<file path="src/rtl/led_pattern_sequencer.sv">
// led_pattern_sequencer: switch-controlled LED pattern scheduler.
// A base tick divider sets the time base. A step divider, programmed from the
// speed switches, decides when the selected pattern engine advances. The
// engines are blink, rotate, ping-pong and binary count.
// Optional feature macro: LED_SEQ_DEBOUNCE_EN adds a per-switch debounce
// filter after the 2-flop synchronizer.
module led_pattern_sequencer #(
  parameter int BASE_DIV        = 49999999,
  parameter int DEBOUNCE_CYCLES = 1000000
) (
  input  logic       clk,
  input  logic       rst,
  input  logic [7:0] sw,
  output logic [7:0] led,
  output logic       step_pulse
);

  localparam int BW = (BASE_DIV > 0) ? $clog2(BASE_DIV + 1) : 1;
  localparam logic [BW-1:0] BASE_MAX = BW'(BASE_DIV);

  typedef enum logic {
    GO_LEFT  = 1'b0,
    GO_RIGHT = 1'b1
  } pp_state_t;

  logic [7:0]    sw_meta_q, sw_sync_q;
  logic [7:0]    sw_f;
  logic          en_s, dir_s, pause_s;
  logic [2:0]    speed_s;
  logic [1:0]    mode_s;

  logic [BW-1:0] base_cnt_q, base_cnt_d;
  logic [2:0]    step_cnt_q, step_cnt_d;
  logic [7:0]    led_q, led_d;
  logic          step_pulse_q, step_pulse_d;
  logic [1:0]    mode_q, mode_d;
  logic          en_prev_q, en_prev_d;
  pp_state_t     pp_state_q, pp_state_d;

  logic          base_tick;
  logic          reload;

  // Initial LED value loaded for each mode on a reload event
  function automatic logic [7:0] init_pattern(input logic [1:0] m);
    case (m)
      2'b01:   init_pattern = 8'h01;
      2'b10:   init_pattern = 8'h01;
      default: init_pattern = 8'h00;
    endcase
  endfunction

  // Two-flop synchronizer bringing the raw switches into the clock domain
  always_ff @(posedge clk or posedge rst) begin
    if (rst) begin
      sw_meta_q <= '0;
      sw_sync_q <= '0;
    end else begin
      sw_meta_q <= sw;
      sw_sync_q <= sw_meta_q;
    end
  end

`ifdef LED_SEQ_DEBOUNCE_EN
  localparam int DW = $clog2(DEBOUNCE_CYCLES + 1);
  localparam logic [DW-1:0] DB_LAST = DW'(DEBOUNCE_CYCLES - 1);

  logic [7:0][DW-1:0] db_cnt_q, db_cnt_d;
  logic [7:0]         sw_filt_q, sw_filt_d;

  // Per-bit filter: accept a new level only after it has been stable long enough
  always_comb begin
    db_cnt_d  = db_cnt_q;
    sw_filt_d = sw_filt_q;
    for (int i = 0; i < 8; i++) begin
      if (sw_sync_q[i] == sw_filt_q[i]) begin
        db_cnt_d[i] = '0;
      end else if (db_cnt_q[i] == DB_LAST) begin
        db_cnt_d[i]  = '0;
        sw_filt_d[i] = sw_sync_q[i];
      end else begin
        db_cnt_d[i] = db_cnt_q[i] + DW'(1);
      end
    end
  end

  // Debounce counter and filtered-value registers
  always_ff @(posedge clk or posedge rst) begin
    if (rst) begin
      db_cnt_q  <= '0;
      sw_filt_q <= '0;
    end else begin
      db_cnt_q  <= db_cnt_d;
      sw_filt_q <= sw_filt_d;
    end
  end

  assign sw_f = sw_filt_q;
`else
  assign sw_f = sw_sync_q;
`endif

  assign en_s    = sw_f[7];
  assign dir_s   = sw_f[6];
  assign pause_s = sw_f[5];
  assign speed_s = sw_f[4:2];
  assign mode_s  = sw_f[1:0];

  assign base_tick = (base_cnt_q == BASE_MAX);
  assign reload    = (en_s && !en_prev_q) || (mode_s != mode_q);

  // Scheduler and pattern engine: disable beats reload, reload beats step,
  // and pause freezes the counters so the remaining interval survives
  always_comb begin
    base_cnt_d   = base_cnt_q;
    step_cnt_d   = step_cnt_q;
    led_d        = led_q;
    step_pulse_d = 1'b0;
    pp_state_d   = pp_state_q;
    mode_d       = mode_s;
    en_prev_d    = en_s;

    if (!en_s) begin
      base_cnt_d = '0;
      step_cnt_d = '0;
      led_d      = 8'h00;
      pp_state_d = GO_LEFT;
    end else if (reload) begin
      base_cnt_d = '0;
      step_cnt_d = '0;
      led_d      = init_pattern(mode_s);
      pp_state_d = GO_LEFT;
    end else if (!pause_s) begin
      base_cnt_d = base_tick ? '0 : base_cnt_q + BW'(1);
      if (base_tick) begin
        if (step_cnt_q >= speed_s) begin
          step_cnt_d   = '0;
          step_pulse_d = 1'b1;
          case (mode_s)
            2'b00: led_d = ~led_q;
            2'b01: led_d = dir_s ? {led_q[0], led_q[7:1]} : {led_q[6:0], led_q[7]};
            2'b10: begin
              if (pp_state_q == GO_LEFT) begin
                if (led_q == 8'h80) begin
                  led_d      = 8'h40;
                  pp_state_d = GO_RIGHT;
                end else begin
                  led_d = led_q << 1;
                end
              end else begin
                if (led_q == 8'h01) begin
                  led_d      = 8'h02;
                  pp_state_d = GO_LEFT;
                end else begin
                  led_d = led_q >> 1;
                end
              end
            end
            default: led_d = dir_s ? led_q - 8'h01 : led_q + 8'h01;
          endcase
        end else begin
          step_cnt_d = step_cnt_q + 3'd1;
        end
      end
    end
  end

  // State register for counters, pattern, ping-pong FSM and edge detectors
  always_ff @(posedge clk or posedge rst) begin
    if (rst) begin
      base_cnt_q   <= '0;
      step_cnt_q   <= '0;
      led_q        <= 8'h00;
      step_pulse_q <= 1'b0;
      mode_q       <= 2'b00;
      en_prev_q    <= 1'b0;
      pp_state_q   <= GO_LEFT;
    end else begin
      base_cnt_q   <= base_cnt_d;
      step_cnt_q   <= step_cnt_d;
      led_q        <= led_d;
      step_pulse_q <= step_pulse_d;
      mode_q       <= mode_d;
      en_prev_q    <= en_prev_d;
      pp_state_q   <= pp_state_d;
    end
  end

  assign led        = led_q;
  assign step_pulse = step_pulse_q;

endmodule
</file>
<file path="config.mk">
export PLATFORM = sky130hd
export DESIGN_NAME = led_pattern_sequencer
export DESIGN_NICKNAME = d
export VERILOG_FILES = /design/src/rtl/led_pattern_sequencer.sv
export SDC_FILE = /design/constraint.sdc
export NUM_CORES = 1
export LEC_CHECK = 0
export CORE_ASPECT_RATIO = 0.8
export CORE_MARGIN = 2
export CORE_UTILIZATION = 55
export DETAILED_ROUTE_END_ITERATION = 10
export PLACE_DENSITY = 0.71
export RECOVER_POWER = 25
export SETUP_SLACK_MARGIN = 0.5
export SYNTH_ARGS = -nofsm -noshare
export SYNTH_HDL_FRONTEND = slang
export SYNTH_SLANG_ARGS = --single-unit
</file>
<file path="constraint.sdc">
create_clock -name clk -period 6.3 [get_ports clk]
set_clock_uncertainty 0.15 [all_clocks]
set_input_delay 1.26 -clock clk [delete_from_list [all_inputs] [get_ports clk]]
set_output_delay 1.26 -clock clk [all_outputs]
set_load 0.01 [all_outputs]
</file>
==> results of run 1 <==
[power by group]
part / internal, mW / leakage [nW] / total (mW) / switching, mW
clock network: 0.205 / 0.0982 / 0.368 / 0.162
registers: 0.379 / 0.766 / 0.386 / 0.00716
logic: 0.0222 / 0.518 / 0.0582 / 0.0359
[kinds of logic (layout without fill, tap and decap cells)]
family,after synthesis,after routing,share of synthesized area
buf+inv,35,53,0.0452
mux,2,2,0.00641
flops,58,58,0.437
fa+ha+maj,13,13,0.0490
compound gates,64,64,0.138
simple gates,150,150,0.258
xor+xnor,25,25,0.0660
[layout by cell type (no fill, tap or decap), types with 3 or more instances in the layout]
master and instances:
clkinvlp_4 3, a32o_1 4, nor3b_1 4, nor2_1 30
nor3_1 9, nand2b_1 4, nand2_1 28, ha_1 13
nor2b_1 3, nand4b_1 3, clkbuf_8 11, a21oi_1 13
xnor2_1 24, nand4_1 12, and3_1 5, or2_2 3
nor4b_1 4, a211oi_1 9, dfrtp_1 58, dlygate4sd3_1 9
o21ai_0 7, nand3_1 15, inv_1 17, a31oi_1 5
and4_1 6, clkdlybuf4s50_1 9, nor4_1 8, a221oi_1 6
[per-stage QoR]
step                hold WS, ns   util
floorplan                 0.181      -
global placement          0.181  0.599
detailed placement        0.187  0.599
CTS                       0.203  0.636
global route              0.210  0.636
finish                    0.206  0.636
[per-layer routing]
metal  track usage  wire length [µm]
met5             0                 0
met4         0.106               134
met3        0.0656               442
met2         0.358              3320
met1         0.370              3770
[path summary, 6_finish.rpt]
path	from	end	slack (ns)
setup / recovery	led[2]	led[2]	3.36
hold / removal	sw_meta_q[1]	sw_f[1]	0.21
setup reg to reg	base_cnt_q[10]	base_cnt_q[24]	3.96
hold reg to reg	sw_meta_q[1]	sw_f[1]	0.21
max in group asynchronous	rst	led[4]	4.10
min in group asynchronous	rst	led[1]	1.40
[sequential cells by signal (all words and copies together) (netlist names)]
register	count
led	8
sw_meta_q	8
base_cnt_q	26
en_prev_q	1
mode_q	2
sw_f	8
pp_state_q	1
step_cnt_q	3
step_pulse	1
[synth_stat cells (2+ instances only)]
master | n | area share
dfrtp_1 | 58 | 0.44
nor2_1 | 30 | 0.034
nand2_1 | 28 | 0.032
xnor2_1 | 24 | 0.063
inv_1 | 18 | 0.020
nand3_1 | 15 | 0.023
a21oi_1 | 13 | 0.020
ha_1 | 13 | 0.049
nand4_1 | 12 | 0.023
clkbuf_1 | 11 | 0.012
a211oi_1 | 9 | 0.020
nor3_1 | 9 | 0.014
nor4_1 | 8 | 0.015
o21ai_0 | 7 | 0.011
a221oi_1 | 6 | 0.016
and4_1 | 6 | 0.016
a31oi_1 | 5 | 0.0094
and3_1 | 5 | 0.0094
a32o_1 | 4 | 0.012
nand2b_1 | 4 | 0.0075
nor3b_1 | 4 | 0.0091
nor4b_1 | 4 | 0.011
buf_1 | 3 | 0.0034
nand4b_1 | 3 | 0.0079
nor2b_1 | 3 | 0.0057
or2_2 | 3 | 0.0057
a22o_1 | 2 | 0.0053
buf_6 | 2 | 0.0068
nor4_2 | 2 | 0.0075
o2111ai_1 | 2 | 0.0053
o211ai_1 | 2 | 0.0045
o2bb2ai_1 | 2 | 0.0053
o31ai_1 | 2 | 0.0045
o32ai_1 | 2 | 0.0053
[area by class of cell]
class	instances	share of cell area
inverter	18	0.0181
timing repair buffer	19	0.0502
sequential	58	0.388
clock inverter	5	0.0164
tap	81	0.0271
clock buffer	11	0.0405
multi-input combinational	254	0.459
==> results by group, run 1 <==
Timing
  • PnR worst setup slack: 3.36 ns
  • Fin crit period: 2.94 ns
  • Period utilisation layout: 0.466
  • Unrepaired setup endpoints after global routing: false
  • Slew @ Worst Pin: 0.778 ns
  • Max frequency: 340 MHz
  • Max-slew violation count: 0
  • Final hold vios: 0
  • Slew HR: 0.481
  • Final Setup Violations: 0
  • Setup TNS: 0 ns

Cells and area
  • Post-Layout Cell Count: 446
  • Synth-to-Final Area Change: 12.6%
  • Multi-input logic area: 1720 µm²
  • FILL cells: 498
  • Nets@finish: 383
  • Register area: 1450 µm²
  • Layout cells sized above 1: 0.0795
  • Final Cell Area: 3740 µm²
  • Diode count: 0

Synthesis
  • Syn nets: 370
  • Most used DFF post-synth: dfrtp_1
  • Number of flops mapped to enable cells by yosys: 0
  • Register bit count reported by yosys: 58
  • Mapped Cells: 347
  • Syn avg cell area: 9.56 µm²
  • Netlist Area Pre-Place: 3320 µm²
  • Seq/Total Area, Yosys: 0.437
  • Synth cell types: 60
  • Ys Warns: 0
  • Async S/R FF share, synth: 1.00

Setup path
  • Worst Path Arrival: 1.53 ns
  • Largest stage delay on the critical path: 0.61 ns
  • CP endpoint kind: output port
  • CP Depth: 1
  • CP max stage cell: clkdlybuf4s50_1
  • Largest delay contributor family on the critical path: buffers and inverters
  • CP Class: flip-flop to output port
  • Crit path required time: 4.89 ns
  • R2R cell count: 5
  • CP Launch Type: flip-flop
  • WP buf/inv: 1
  • CP cell instances: clkdlybuf4s50_1
  • CP max FO: 12

CTS
  • Num CTS Buffers: 9
  • Clock latency on the worst-skew pair: 0.35 ns
  • Post-CTS setup buffers: 0
  • CTS Hold Bufs: 0
  • H-tree Lvls: 3
  • Clock-pin slew on the worst setup and hold paths: 0.07 ns
  • Root Buffer: clkbuf_8
  • PostCTS Resize Cnt: 0
  • Clk sinks: 58
  • CTS tree: built
  • Clock Path Buffers: 2

Placed design
  • Area post-placement: 3520 µm²
  • IO buf count: 18
  • DP Worst Slack: 3.74 ns
  • Detailed placement HPWL: 4990 µm
  • Gpl congestion: 0.906
  • Dpl cells: 430

Drt
  • Final wirelength: 7670 µm
  • DRC viols: 0
  • Vias per inst: 6.19
  • First-pass DRT Iterations: 4
  • Iter 0 DRT Violations: 266
  • Antenna-violating nets left: 0
  • Routed length per instance: 17.2 µm
  • Vias: 2761

Global routing
  • Global-route wire length before repair: 13100 µm
  • Remaining global-route overflow: 0
  • Vias in the first global route: 2553
  • Initial antenna violation count: 0
  • Total GRT Usage: 0.253
  • Largest net degree at the start of global routing: 59

Run
  • Maxcap violations: 0

Status
  • Status: finished, final reports clean

Floorplanning
  • Die Ht: 73.5 µm
  • Die width: 90.8 µm
  • CORE AREA: 5880 µm²
  • Die area: 6670 µm²
  • Starting Density: 0.564
  • FP Rows: 25
  • # IOs: 19

Min path
  • Hold depth: 0
  • Worst Hold Class: flip-flop to flip-flop

Power and ir drop
  • Final Power: 812 µW
  • Power per cell area: 217 nW/µm²
  • Leakage: 1.38 nW
  • VDD IR-drop max: 0.169 mV
No activity file was read; power rests on OpenSTA's default activity.
==> run 2, diff against run 1 <==
Settings changed: CORE_UTILIZATION 55 to 54, PLACE_DENSITY 0.71 to 0.73.
Clock period 6.3 ns to 2.7 ns, I/O delays scaled along.
==> results by group, run 2 (synthesis gave the netlist of run 1 again) <==
Placed design
  • Dpl cells: 432 (+0.47%)
  • Gpl congestion: 0.909 (+0.28%)
  • IO buf count: 18 (unchanged)
  • Area post-placement: 3550 µm² (+0.78%)
  • Detailed placement HPWL: 4920 µm (-1.5%)

CTS
  • H-tree Lvls: 3 (unchanged)
  • Clock Path Buffers: 2 (unchanged)
  • Clock latency on the worst-skew pair: 0.35 ns (about the same)
  • Num CTS Buffers: 9 (unchanged)
  • CTS Hold Bufs: 0 (unchanged)
  • CTS tree: built
  • Clock-pin slew on the worst setup and hold paths: 0.07 ns (about the same)
  • Clk sinks: 58 (unchanged)
  • Root Buffer: clkbuf_8

Min path
  • Worst Hold Class: flip-flop to flip-flop

Global routing
  • Remaining global-route overflow: 0 (unchanged)
  • Largest net degree at the start of global routing: 59 (unchanged)
  • Vias in the first global route: 2468 (-3.3%)
  • Global-route wire length before repair: 12400 µm (-5.9%)
  • Total GRT Usage: 0.234 (-0.0191)
  • Initial antenna violation count: 0 (unchanged)

Cells and area
  • Layout cells sized above 1: 0.157 (+0.0779)
  • Diode count: 0 (unchanged)
  • Nets@finish: 393 (+2.6%)
  • Largest Register: base_cnt_q
  • Final Cell Area: 3900 µm² (+4.3%)
  • FILL cells: 470 (-5.6%)
  • Most frequent cells in the layout: dfrtp_1, nor2_1, nand2_1
  • Synth-to-Final Area Change: 17.5%
  • Commonest non-fill, non-tap cell in the layout: dfrtp_1
  • Largest register FFs: 26 (unchanged)
  • Post-Layout Cell Count: 456 (+2.2%)

Timing
  • Slew HR: 0.0696 (-0.412)
  • Final Setup Violations: 0 (unchanged)
  • Setup TNS: 0 ns (unchanged)
  • WHS: 0.197 ns (-0.00956 ns)
  • Fin crit period: 2.22 ns
  • Slew @ Worst Pin: 1.40 ns (+0.617 ns)
  • Final hold vios: 0 (unchanged)
  • Max-slew violation count: 0 (unchanged)
  • Period utilisation layout: 0.822
  • Unrepaired setup endpoints after global routing: true
  • Max frequency: 450 MHz

Drt
  • First-pass DRT Iterations: 4 (unchanged)
  • Vias per inst: 6.18 (-0.14%)
  • DRC viols: 0 (unchanged)
  • Antenna-violating nets left: 0 (unchanged)
  • Final wirelength: 7460 µm (-2.7%)
  • Vias: 2819 (+2.1%)
  • Iter 0 DRT Violations: 293 (+10%)
  • Routed length per instance: 16.4 µm (-4.9%)

Run
  • Maxcap violations: 0 (unchanged)

Power and ir drop
  • Pint: 1.37 mW (+130%)
  • P_sw: 474 µW (+130%)
  • Gate power share: 0.075 (+0.003)
  • VDD IR-drop max: 0.429 mV (+150%)
  • Switching part of the total: 0.257 (+0.00381)
  • Clock power frac: 0.436 (-0.017)
  • Sequential share of power: 0.489 (+0.013)
  • Leakage: 1.43 nW (+3.6%)
  • Power per cell area: 473 nW/µm² (+120%)

Setup path
  • Largest stage delay on the critical path: 0.63 ns (+0.02 ns)
  • CP endpoint kind: flip-flop
  • Largest delay contributor family on the critical path: simple AND/OR/NAND/NOR gates
  • CP cell instances: nor4b_2 -> nand4_1 -> or4_4 -> nor2_4 -> buf_12 -> a211oi_1
  • CP Launch Type: flip-flop
  • CP max stage cell: or4_4
  • WP buf/inv: 1 (unchanged)
  • CP max FO: 8 (-4)
  • CP Class: flip-flop to flip-flop
  • Worst Path Arrival: 2.28 ns (+0.75 ns)
  • Crit path required time: 2.76 ns (-2.13 ns)

Floorplanning
  • Die Ht: 74.1 µm (+0.88%)
  • CORE AREA: 5910 µm² (+0.53%)
  • FP Rows: 25 (unchanged)
  • # IOs: 19 (unchanged)
  • Die area: 6790 µm² (+1.8%)
  • Starting Density: 0.561 (-0.00299)
  • Die width: 91.6 µm (+0.88%)

Status
  • Status: finished, final reports clean
## run 2: area by class of cell
class / instances / area [µm²] / area share
timing repair buffer: 29 / 277 / 0.0709
clock inverter: 7 / 78.8 / 0.0202
tap: 81 / 101 / 0.0260
clock buffer: 9 / 124 / 0.0318
inverter: 18 / 67.6 / 0.0173
multi-input combinational: 254 / 1790 / 0.459
sequential: 58 / 1460 / 0.375
## run 2: power by group through the flow
| stage | registers [mW] | clock network, mW | logic (mW) |
|---|---|---|---|
| detailed placement | 0.918 | 0 | 0.138 |
| global placement | 0.917 | 0 | 0.136 |
| floorplan | 0.912 | 0 | 0.0969 |
| global route | 0.904 | 0.852 | 0.153 |
| CTS | 0.901 | 0.819 | 0.139 |
| finish | 0.902 | 0.804 | 0.137 |
## run 2: metrics by stage
stage | total power [mW] | utilization | setup slack (ns)
2_1_floorplan | 1.01 | - | 0.582
3_3_place_gp | 1.05 | 0.601 | 0.493
3_5_place_dp | 1.06 | 0.601 | 0.384
4_1_cts | 1.86 | 0.637 | 0.507
5_1_grt | 1.91 | 0.659 | 0.327
6_report | 1.84 | 0.659 | 0.480
## run 2: path summary, 6_finish.rpt
path | end | depth (start not counted) | start | slack, ns
max | led[5] | 6 | base_cnt_q[10] | 0.48
min | sw_f[0] | 0 | sw_meta_q[0] | 0.20
max reg2reg | led[5] | 6 | base_cnt_q[10] | 0.48
min reg2reg | sw_f[0] | 0 | sw_meta_q[0] | 0.20
max in group asynchronous | led[3] | 3 | rst | 0.65
min in group asynchronous | led[1] | 3 | rst | 0.82
## run 2: what timing repair did
action                     4_1_cts  5_1_grt
setup endpoints to repair       30       38
hold endpoints to repair         0        0
gates resized for setup          5       19
setup buffers                    0        8
pin swaps                        1        9
## run 2: metal layers
| metal | up-vias | part of all wire | wire length (µm) | track usage |
|---|---|---|---|---|
| met5 | - | 0 | 0 | 0 |
| met2 | 109 | 0.43 | 3230 | 0.332 |
| met4 | 0 | 0.012 | 89 | 0.0606 |
| met1 | 1372 | 0.49 | 3620 | 0.348 |
| li1 | 1323 | - | - | - |
| met3 | 15 | 0.069 | 517 | 0.0750 |
